<file path="config.mk">
export PLATFORM = sky130hd
export DESIGN_NAME = hamming84_decoder
export DESIGN_NICKNAME = d
export VERILOG_FILES = /design/src/rtl/hamming84_decoder.sv
export SDC_FILE = /design/constraint.sdc
export NUM_CORES = 1
export LEC_CHECK = 0
export BUFFER_PORTS_ARGS = -buffer_cell sky130_fd_sc_hd__buf_2
export CAP_MARGIN = 20
export CORE_MARGIN = 8
export CORE_UTILIZATION = 61
export DETAILED_ROUTE_END_ITERATION = 8
export PLACE_DENSITY = 0.82
export RECOVER_POWER = 50
export SYNTH_ARGS = -nofsm -noshare
export SYNTH_HDL_FRONTEND = slang
export SYNTH_SLANG_ARGS = --single-unit
</file>
<file path="constraint.sdc">
create_clock -name clk -period 3.2 [get_ports clk]
set_clock_uncertainty 0.1 [all_clocks]
set_input_delay 0.32 -clock clk [delete_from_list [all_inputs] [get_ports clk]]
set_output_delay 0.32 -clock clk [all_outputs]
set_load 0.01 [all_outputs]
</file>
<file path="src/rtl/hamming84_decoder.sv">
// Serial receive-side decoder for 8-bit framed Hamming(7,4) codewords.
// Collects one LSB-first frame, checks the marker bit, corrects any single-bit
// error using the 3-bit syndrome, then replays the nibble d3 first with a strobe.

module hamming84_decoder #(
    parameter int MARKER_CHECK = 1,
    parameter int CNT_W        = 8
) (
    input  logic             clk,
    input  logic             reset,
    input  logic             in,
    input  logic             in_valid,
    output logic             out,
    output logic             osig,
    output logic             corr,
    output logic             mark_err,
    output logic [CNT_W-1:0] err_cnt
);

    typedef enum logic [1:0] {
        ST_RECV,
        ST_CHECK,
        ST_SEND
    } state_t;

    localparam logic [CNT_W-1:0] CNT_ONE = {{(CNT_W-1){1'b0}}, 1'b1};
    localparam logic [CNT_W-1:0] CNT_MAX = {CNT_W{1'b1}};

    // Receive path state
    logic [2:0]       r_bitCnt;
    logic [7:0]       r_shift;

    // Output stage state
    state_t           r_state;
    logic [1:0]       r_sendIdx;
    logic [3:0]       r_data;
    logic             r_out;
    logic             r_osig;
    logic             r_corr;
    logic             r_markErr;
    logic [CNT_W-1:0] r_errCnt;

    // Decode wires
    logic             w_frameDone;
    logic [2:0]       w_syn;
    logic [3:0]       w_rxData;
    logic [3:0]       w_fixData;
    logic             w_markerOk;
    logic             w_synNonZero;

    // The frame completes on the cycle that captures bit 7.
    assign w_frameDone = in_valid && (r_bitCnt == 3'd7);

    // Shift bits in from the top so that, once full, r_shift[i] holds frame bit i.
    always_ff @(posedge clk) begin
        if (reset) begin
            r_bitCnt <= 3'd0;
            r_shift  <= 8'd0;
        end else if (in_valid) begin
            r_shift  <= {in, r_shift[7:1]};
            r_bitCnt <= r_bitCnt + 3'd1;
        end else begin
            r_bitCnt <= 3'd0;
        end
    end

    assign w_rxData = r_shift[6:3];

    assign w_syn[2] = r_shift[2] ^ r_shift[6] ^ r_shift[4] ^ r_shift[3];
    assign w_syn[1] = r_shift[1] ^ r_shift[6] ^ r_shift[5] ^ r_shift[4];
    assign w_syn[0] = r_shift[0] ^ r_shift[5] ^ r_shift[4] ^ r_shift[3];

    assign w_synNonZero = (w_syn != 3'b000);

    assign w_markerOk = (MARKER_CHECK == 0) || r_shift[7];

    // Map the syndrome onto the data bit it points at; parity-only hits leave data alone.
    always_comb begin
        w_fixData = w_rxData;
        case (w_syn)
            3'b110:  w_fixData[3] = ~w_rxData[3];
            3'b011:  w_fixData[2] = ~w_rxData[2];
            3'b111:  w_fixData[1] = ~w_rxData[1];
            3'b101:  w_fixData[0] = ~w_rxData[0];
            default: w_fixData = w_rxData;
        endcase
    end

    // Output FSM: latch the decoded frame one cycle after capture, then shift it out d3 first.
    always_ff @(posedge clk) begin
        if (reset) begin
            r_state   <= ST_RECV;
            r_sendIdx <= 2'd0;
            r_data    <= 4'd0;
            r_out     <= 1'b0;
            r_osig    <= 1'b0;
            r_corr    <= 1'b0;
            r_markErr <= 1'b0;
            r_errCnt  <= '0;
        end else begin
            r_markErr <= 1'b0;
            case (r_state)
                ST_RECV: begin
                    if (w_frameDone) begin
                        r_state   <= ST_CHECK;
                        r_markErr <= (MARKER_CHECK != 0) && !in;
                    end
                end
                ST_CHECK: begin
                    if (w_markerOk) begin
                        r_data    <= w_fixData;
                        r_corr    <= w_synNonZero;
                        r_out     <= w_fixData[3];
                        r_osig    <= 1'b1;
                        r_sendIdx <= 2'd0;
                        r_state   <= ST_SEND;
                        if (w_synNonZero && (r_errCnt != CNT_MAX)) begin
                            r_errCnt <= r_errCnt + CNT_ONE;
                        end
                    end else begin
                        r_state <= ST_RECV;
                    end
                end
                ST_SEND: begin
                    if (r_sendIdx == 2'd3) begin
                        r_osig  <= 1'b0;
                        r_out   <= 1'b0;
                        r_state <= ST_RECV;
                    end else begin
                        r_sendIdx <= r_sendIdx + 2'd1;
                        r_out     <= r_data[2];
                        r_data    <= {r_data[2:0], 1'b0};
                    end
                end
                default: begin
                    r_state <= ST_RECV;
                end
            endcase
        end
    end

    assign out      = r_out;
    assign osig     = r_osig;
    assign corr     = r_corr;
    assign mark_err = r_markErr;
    assign err_cnt  = r_errCnt;

endmodule

</file>
* Yosys cells after proc, flatten, opt, wreduce, memory -nomap -nowiden
Cells that the tools add are included.
** Word-level totals
- Register bits :: 30
- Input bits :: 4
- Output and inout port bits :: 12
- Word-level logic and storage cells :: 76
** Cells by class
- Add/sub/neg operators :: 3
- Eq/ne operators :: 13
- Multiplexer cells :: 20
- Bitwise logic cells :: 16
- Reduce and logical (&&, ||, !) cells :: 14
** Operators with widths (count)
- equality test 3 bit, second input constant :: 4
- 2-to-1 mux 2 bit :: 5
- AND reduction 3 bit :: 3
- bitwise XOR 1 bit :: 9
- adder 8 x 1 -> 8 bit, second input constant :: 1
- 2-to-1 mux 1 bit :: 8
- inequality test 2 bit, second input constant :: 4
- inequality test 8 bit, second input constant :: 1
- inverter 1 bit :: 7
- 2-to-1 mux 3 bit :: 2
- case mux 2 bit (3 select lines) :: 1
- case mux 3 bit (2 select lines) :: 1
- AND reduction 2 bit :: 3
- equality test 2 bit, second input constant :: 2
- case mux 1 bit (2 select lines) :: 2
- case mux 2 bit (2 select lines) :: 1
- adder 3 x 1 -> 3 bit, second input constant :: 1
- equality test 3 x 2 -> 1 bit, second input constant :: 1
- nonzero test 3 bit :: 1
- OR reduction 3 bit :: 1
- adder 2 x 1 -> 2 bit, second input constant :: 1
- equality test 2 x 1 -> 1 bit, second input constant :: 1
- logical AND 1 bit :: 2
- logical NOT 2 bit :: 1
- other kinds (3) :: 3

* Logic depth before layout (Yosys ltp)
Gate-level depths: netlist (run 1).
- Depth in word-level cells :: 7
- Mapped depth :: 7
- Gate-level depth less buffers :: 5

* Worst setup path after synthesis (run 1)
No wires, ideal clock.
- Kind :: reg-to-reg
- Start point :: reg r_shift[5]
- End point :: reg r_errCnt[0], in the netlist err_cnt[0]
- Data arrival time :: 1583 ps
- Data required time :: 2979 ps
- Path slack :: 1396 ps
- Cell stages (with the launch flop) :: 7
- Clock period less this slack :: 1804 ps
- Cells stage by stage :: dfxtp_1 clkbuf_4 xnor2_2 or3_1 a21oi_2 nor3_2 mux2_4
** On the way
- Longest elaborated chain between the ends :: 6
** RTL lines
- from (decl) :: line 31 : logic [7:0] r_shift;
- from (signal assigned) :: line 60 : r_shift <= {in, r_shift[7:1]};
- bitwise XOR 1 bit (3 in series) :: line 71 : assign w_syn[0] = r_shift[0] ^ r_shift[5] ^ r_shift[4] ^ r_shift[3];
- nonzero test 3 bit * :: line 73 : assign w_synNonZero = (w_syn != 3'b000);
- logical AND 1 bit * :: line 117 : if (w_synNonZero && (r_errCnt != CNT_MAX)) begin
- AND reduction 3 bit (no line) *
- to (signal assigned) :: line 118 : r_errCnt <= r_errCnt + CNT_ONE;
- to (decl) :: line 41 : logic [CNT_W-1:0] r_errCnt;
Mark *: on every way between the ends. The rest lies on a longest branch, timed or not.
A chain may end at the register's enable or synchronous reset.

* Worst setup path after layout (run 1)
- Start point :: reg r_shift[4]
- End point :: reg r_errCnt[0], in the netlist err_cnt[0]
** On the way
- Longest elaborated chain between the ends :: 5
** RTL lines (line)
- bitwise XOR 1 bit, on equally long branches (2 in series) :: 71, 69
- nonzero test 3 bit * :: 73
- logical AND 1 bit * :: 117
- AND reduction 3 bit (no line) *
Marks and branches as above.

==> flow_summary_export.csv, run 1 <==
group,metric,value,unit
clocking,clockRootBuffer,"clkbuf_4",
detailed_routing,wl_per_cell,13.79,microns
yosys,synth_top_cell_area_share,39.70,%
floorplanning,die_y,65.80,microns
yosys,synthesis.nets,165,
detailed_routing,firstDrtPassIters,4,
yosys,synth_top_area_cell,"dfxtp_1",
detailed_routing,drc_errors,0,
floorplanning,ios,16,
sta,hold_violations,0,
worst_setup_path,reg2reg_depth,5,
outcome,outcome,"complete, no violations",
yosys,ys_ff_latch,30,
worst_setup_path,crit_path_start,"r_shift[4]",
sta,finalSetupViolCount,0,
yosys,synth_area_leaders,"dfxtp_1, mux2i_1, xnor2_1",
yosys,synth_area,0.001513,sq mm
yosys,ys_seq_area_share,39.70,%
global_route,grt_antenna_before_repair,0,
pwr,powerDensity,397.2,mW/mm^2
floorplanning,coreArea,0.002410,sq mm
yosys,synth_flop_cell,"dfxtp_1",
detailed_routing,ant_nets,0,
sta,slew_viol_final,0,
yosys,synth_edf_count,0,
finish,drive_gt1_share,12.35,%
sta,rsz0062_at_grt,"no",
placed_design,dpl.hpwl,2003,microns
clocking,clock-sinks,30,
sta,finalCriticalPeriod,2.228,ns
clocking,cts_max_level,2,
sta,holdWs,0.06943,ns
worst_setup_path,critPathCaptureType,"flip-flop",
worst_hold_path,hold_depth,2,
yosys,syn_avg_cell_area,9.635,sq um
finish,nets,177,
floorplanning,start_util,62.77,%
detailed_routing,viasPerCell,5.660,
sta,worst-slew-pin-transition,1.224,ns
worst_setup_path,critPathKind,"flip-flop to flip-flop",
detailed_routing,routed_wl,2757,microns
yosys,synth_cells,157,
run,maxCapViolCount,0,
placed_design,place.gp.congestion,0.7314,
finish,fill_cells,201,
clocking,numCtsBuffers,5,
yosys,ys_warn_count,0,
worst_setup_path,r2r-start,"r_shift[4]",
worst_hold_path,hold_end,"mark_err",
worst_setup_path,worstPathRequired,3.32,ns
clocking,hold_buffers,0,
yosys,netlist_top_cells_count,"dfxtp_1, nor2_1, mux2i_1, a21oi_1, xnor2_1",
worst_setup_path,critPathArrivalTime,2.35,ns
floorplanning,die_x,65.80,microns
global_route,overflow,0,
global_route,grt_use_total,14.45,%
worst_hold_path,hp-class,"input pin to flip-flop",
yosys,post-synth-top-count-cell,"dfxtp_1",
worst_setup_path,r2r_setup_slack,0.97,ns
global_route,grt_pass1_vias,1093,
worst_setup_path,crit_fanout,14,
pwr,peakVddDrop,0.0003310,V
detailed_routing,drtIter0Drc,49,
sta,tns,0,ns
clocking,clkLatencyLatePin,0.32,ns
global_route,grt_max_degree,32,
global_route,grt_pass1_wl,4809,microns
clocking,cts-resized-gates,0,
pwr,p_leak,0.0005768,uW
finish,areaGrowthSynthToFinish,6.700,%
detailed_routing,vias,1132,
clocking,path_clk_slew,0.10,ns
floorplanning,die_area,0.004329,sq mm
clocking,cts_setup_buffers,0,
clocking,cts_tree,"built",
worst_setup_path,critPathLaunchType,"flip-flop",
yosys,ys_types,40,
clocking,clock_path_buffers,2,
sta,period_share,69.61,%
placed_design,portBuffers,15,
yosys,synthArstFlopShare,0,%
worst_setup_path,crit-reg2reg-capture,"err_cnt[0]",
floorplanning,rows,18,
sta,fmax,448.9,MHz
finish,n_antenna_cell,0,
sta,slew_headroom,18.42,%
worst_hold_path,hold_start,"in",
[per-layer routing]
layer / vias up / wire [microns] / GRT usage [%] / part of all wire, %
met2: 24 / 1365 / 25.33 / 50
met3: 4 / 118 / 5.085 / 4.3
met4: 0 / 64 / 8.174 / 2.3
li1: 580 / - / - / -
met1: 524 / 1208 / 14.50 / 44
met5: - / 0 / 0 / 0
[power by group]
| group | switching, uW | total [uW] | internal [uW] |
|---|---|---|---|
| sequential | 3.11 | 379 | 376 |
| clock | 125 | 231 | 106 |
| combinational | 19.3 | 31.0 | 11.7 |
[worst max-delay path by stage]
| stage | end | slack [ns] |
|---|---|---|
| 2_1_floorplan | err_cnt[0] | 1.40 |
| 3_3_place_gp | err_cnt[0] | 1.03 |
| 3_5_place_dp | err_cnt[0] | 0.99 |
| 4_1_cts | err_cnt[0] | 0.98 |
| 5_1_grt | err_cnt[0] | 0.84 |
| 6_report | err_cnt[0] | 0.97 |
[layout by cell type (no fill, tap or decap), types with 2 or more instances in the layout]
cell       n
dfxtp_1   30
nor2_1    18
mux2i_1   13
a21oi_1   11
clkbuf_1  10
xnor2_1    8
nor2b_1    6
o31ai_1    6
nand2_1    6
buf_2      6
nand2b_1   5
clkbuf_4   5
or4_1      4
ha_1       4
nand3b_1   3
xor2_1     3
nand3_1    3
or3_1      3
a221oi_1   2
and4_1     2
nand4_1    2
[per-stage QoR]
| step | area (sq um) | utilization (%) | setup slack, ns | total power (uW) | cells |
|---|---|---|---|---|---|
| 2_1_floorplan | 1513 | - | 1.396 | 416.0 | 157 |
| 3_3_place_gp | 1565 | 64.95 | 1.029 | 417.4 | 192 |
| 3_5_place_dp | 1565 | 64.95 | 0.9867 | 418.8 | 192 |
| 4_1_cts | 1625 | 67.45 | 0.9798 | 647.5 | 200 |
| 5_1_grt | 1614 | 66.98 | 0.8398 | 673.5 | 200 |
| 6_report | 1614 | 66.98 | 0.9725 | 641.1 | 200 |
[critical path, cell delays in order (launching register included)]
cell     delay [ns]
dfxtp_1        0.55
xnor2_2        0.16
or3_1          0.40
a21oi_2        0.48
nor3_2         0.13
mux2_4         0.31
[area by class of cell]
type,count,area [sq um],share of cell area (%)
clock buffers,7,55.05,3.411
repair buffers,15,63.81,3.953
multi-input cells,116,848.3,52.56
flip-flops and latches,30,600.6,37.21
well taps,30,37.54,2.326
clock inverters,1,5.005,0.3101
inverters,1,3.754,0.2326
[logic make-up (layout without fill, tap and decap cells)]
family | after synthesis | in the layout | share of synthesized area, %
fa+ha+maj | 4 | 4 | 3.309
buf+inv | 11 | 24 | 4.218
mux | 14 | 14 | 9.594
simple gates | 59 | 59 | 22.25
xor+xnor | 13 | 13 | 9.265
compound gates | 26 | 26 | 11.66
flops | 30 | 30 | 39.70
[state kept, by name (all words and copies together), names as in the netlist]
signal     flops
r_shift        8
r_data         3
err_cnt        8
corr           1
r_sendIdx      2
mark_err       1
osig           1
r_bitCnt       3
out            1
r_state        2
Power figures use the tool's default switching activity.
==> run 2, diff against run 1 <==
Settings changed: ABC_AREA from default to 1, CORE_UTILIZATION 61 to 57, PLACE_DENSITY 0.82 to 0.78.
Clock period 3.2 ns to 2.1 ns, I/O delays scaled along.
==> run 2 against run 1 <==
Cell area up 4.7%; via count is 22% higher; global-route usage is 1.6 points higher; first-iteration DRC count grew 110%; critical path depth up 2; largest power group unchanged; core utilization increased by 0.59 points; count of clock-buffer cells in the layout is 1 higher; critical path type unchanged; die area is 5.1% higher; final cell count rose by 29%.
==> flow_summary_export.csv, run 2 <==
group,metric,value,unit
detailed_routing,ant_nets,0,
yosys,synth_edf_count,0,
yosys,post-synth-top-count-cell,"nand2_1",
yosys,ys_ff_latch,30,
finish,multi_input_area,804.5,sq um
worst_setup_path,worstPathRequired,2.25,ns
worst_setup_path,cp_top_family,"simple AND/OR/NAND/NOR gates",
placed_design,dpl.hpwl,2440,microns
floorplanning,die_area,0.004550,sq mm
yosys,synth_top_area_cell,"dfxtp_1",
finish,n_antenna_cell,0,
clocking,cts-resized-gates,0,
clocking,cts_tree,"built",
worst_setup_path,crit_fanout,8,
finish,areaGrowthSynthToFinish,11.94,%
yosys,synth_area,0.001509,sq mm
worst_setup_path,cp.buffers_inverters,0,
worst_setup_path,critPathCaptureType,"flip-flop",
finish,layout_commonest_cell,"nand2_1",
run,maxCapViolCount,0,
global_route,grt_pass1_wl,5651,microns
outcome,outcome,"complete, no violations",
placed_design,place_inst,249,
sta,tns,0,ns
clocking,clkLatencyLatePin,0.33,ns
sta,rsz0062_at_grt,"no",
worst_setup_path,crit_top_cell,"nand2_2",
yosys,ys_types,26,
clocking,cts_max_level,2,
detailed_routing,firstDrtPassIters,4,
yosys,netlist_top_cells_count,"nand2_1, dfxtp_1, inv_1, a21oi_1, nand3_1",
finish,regArea,600.6,sq um
finish,drive_gt1_share,18.86,%
yosys,synth-adder-area-share,3.317,%
yosys,synth_top_family_by_area,"simple AND/OR/NAND/NOR gates",
worst_setup_path,critPathLaunchType,"flip-flop",
yosys,synthArstFlopShare,0,%
sta,finalSetupViolCount,0,
yosys,syn_avg_cell_area,7.290,sq um
finish,design_area,0.001689,sq mm
finish,fin_cells,258,
floorplanning,ios,16,
placed_design,place.gp.congestion,0.8907,
global_route,grt_pass1_vias,1291,
global_route,overflow,0,
global_route,grt_use_total,16.04,%
finish,nets,235,
global_route,grt_max_degree,16,
yosys,synthMuxAreaShare,0,%
yosys,ys_warn_count,0,
clocking,clock_path_buffers,2,
yosys,synth_cells,207,
sta,holdWs,0.1304,ns
worst_hold_path,hp-class,"input pin to flip-flop",
detailed_routing,viasPerCell,5.353,
sta,fmax,570.3,MHz
clocking,hold_buffers,1,
sta,slew_viol_final,0,
yosys,synthSimpleGateAreaFrac,33.58,%
global_route,grt_antenna_before_repair,0,
detailed_routing,drtIter0Drc,104,
floorplanning,die_x,67.45,microns
yosys,synth_compound_area_share,12.94,%
worst_setup_path,crit_slowest_cell,"dfxtp_1",
sta,worst-slew-pin-transition,0.7220,ns
pwr,p_leak,0.0007570,uW
detailed_routing,wl_per_cell,12.93,microns
pwr,powerDensity,674.0,mW/mm^2
worst_setup_path,critPathKind,"flip-flop to flip-flop",
yosys,synth_flop_cell,"dfxtp_1",
yosys,ys_seq_area_share,39.80,%
finish,fin_util,67.57,%
detailed_routing,vias,1381,
detailed_routing,routed_wl,3337,microns
worst_setup_path,critPathMaxStageDelay,0.44,ns
sta,finalCriticalPeriod,1.753,ns
worst_setup_path,critPathArrivalTime,1.91,ns
sta,period_share,83.49,%
clocking,clockRootBuffer,"clkbuf_4",
yosys,synthesis.nets,215,
placed_design,placed_cell_area,0.001610,sq mm
detailed_routing,drc_errors,0,
clocking,numCtsBuffers,5,
worst_setup_path,crit_chain,"ha_1 > nand4_1 > nor2_1 > nand2_2 > nand2_8 > nand2_2 > a21oi_1",
clocking,path_clk_slew,0.10,ns
placed_design,portBuffers,15,
finish,final_cell_mix,"nand2_1, dfxtp_1, inv_1, a21oi_1, nand3_1",
clocking,cts_setup_buffers,0,
yosys,synth_xor_area_share,3.483,%
finish,fill_cells,238,
floorplanning,coreArea,0.002500,sq mm
pwr,peakVddDrop,0.0005064,V
clocking,clock-sinks,30,
yosys,synth_area_leaders,"dfxtp_1, nand2_1, a21oi_1",
sta,slew_headroom,51.87,%
floorplanning,rows,18,
floorplanning,start_util,60.36,%
sta,hold_violations,0,
yosys,synth_top_cell_area_share,39.80,%
floorplanning,die_y,67.45,microns
run 2: power breakdown:
group	total, uW	internal (uW)	switching, uW
clock network	422	229	193
registers	595	580	14.2
logic	122	39.2	82.6
run 2: final timing paths:
| kind | start | endpoint | slack, ns | cells after the start |
|---|---|---|---|---|
| setup / recovery | err_cnt[0] | err_cnt[1] | 0.35 | 7 |
| setup reg to reg | err_cnt[0] | err_cnt[1] | 0.35 | 7 |
| hold reg to reg | r_bitCnt[0] | r_bitCnt[0] | 0.33 | 1 |
| hold / removal | in_valid | r_shift[1] | 0.13 | 2 |
run 2: final cells by class:
type | count | area share [%]
flip-flops and latches | 30 | 35.56
repair buffers | 16 | 4.444
inverters | 24 | 5.481
clock buffers | 8 | 4.667
multi-input cells | 150 | 47.63
well taps | 30 | 2.222
run 2: through the flow:
step | worst slack [ns] | power (uW)
after CTS | 0.3692 | 1147
after detailed placement | 0.4211 | 725.8
after global routing | 0.2000 | 1190
final | 0.3466 | 1138
after global placement | 0.4846 | 720.5
after floorplan | 0.5781 | 698.6
run 2: routing by layer:
metal | up-vias | global-route usage (%) | wire length [microns]
met5 | - | 0 | 0
met4 | 0 | 8.094 | 56
met3 | 7 | 4.139 | 129
met2 | 35 | 25.93 | 1600
met1 | 628 | 19.29 | 1550
li1 | 711 | - | -
run 2: cell families after synthesis:
logic type	count (synthesis)
DFF	30
and+or+nand+nor	104
adders and majority gates	4
AOI/OAI and AO/OA	36
buffers and inverters	27
xor gates and xnor gates	6
run 2: worst register-to-register path, cell delays in order, from the launching register on:
cell and delay [ns]:
dfxtp_1 0.44, ha_1 0.27, nand4_1 0.18, nor2_1 0.16, nand2_2 0.17, nand2_8 0.16
nand2_2 0.06, a21oi_1 0.14
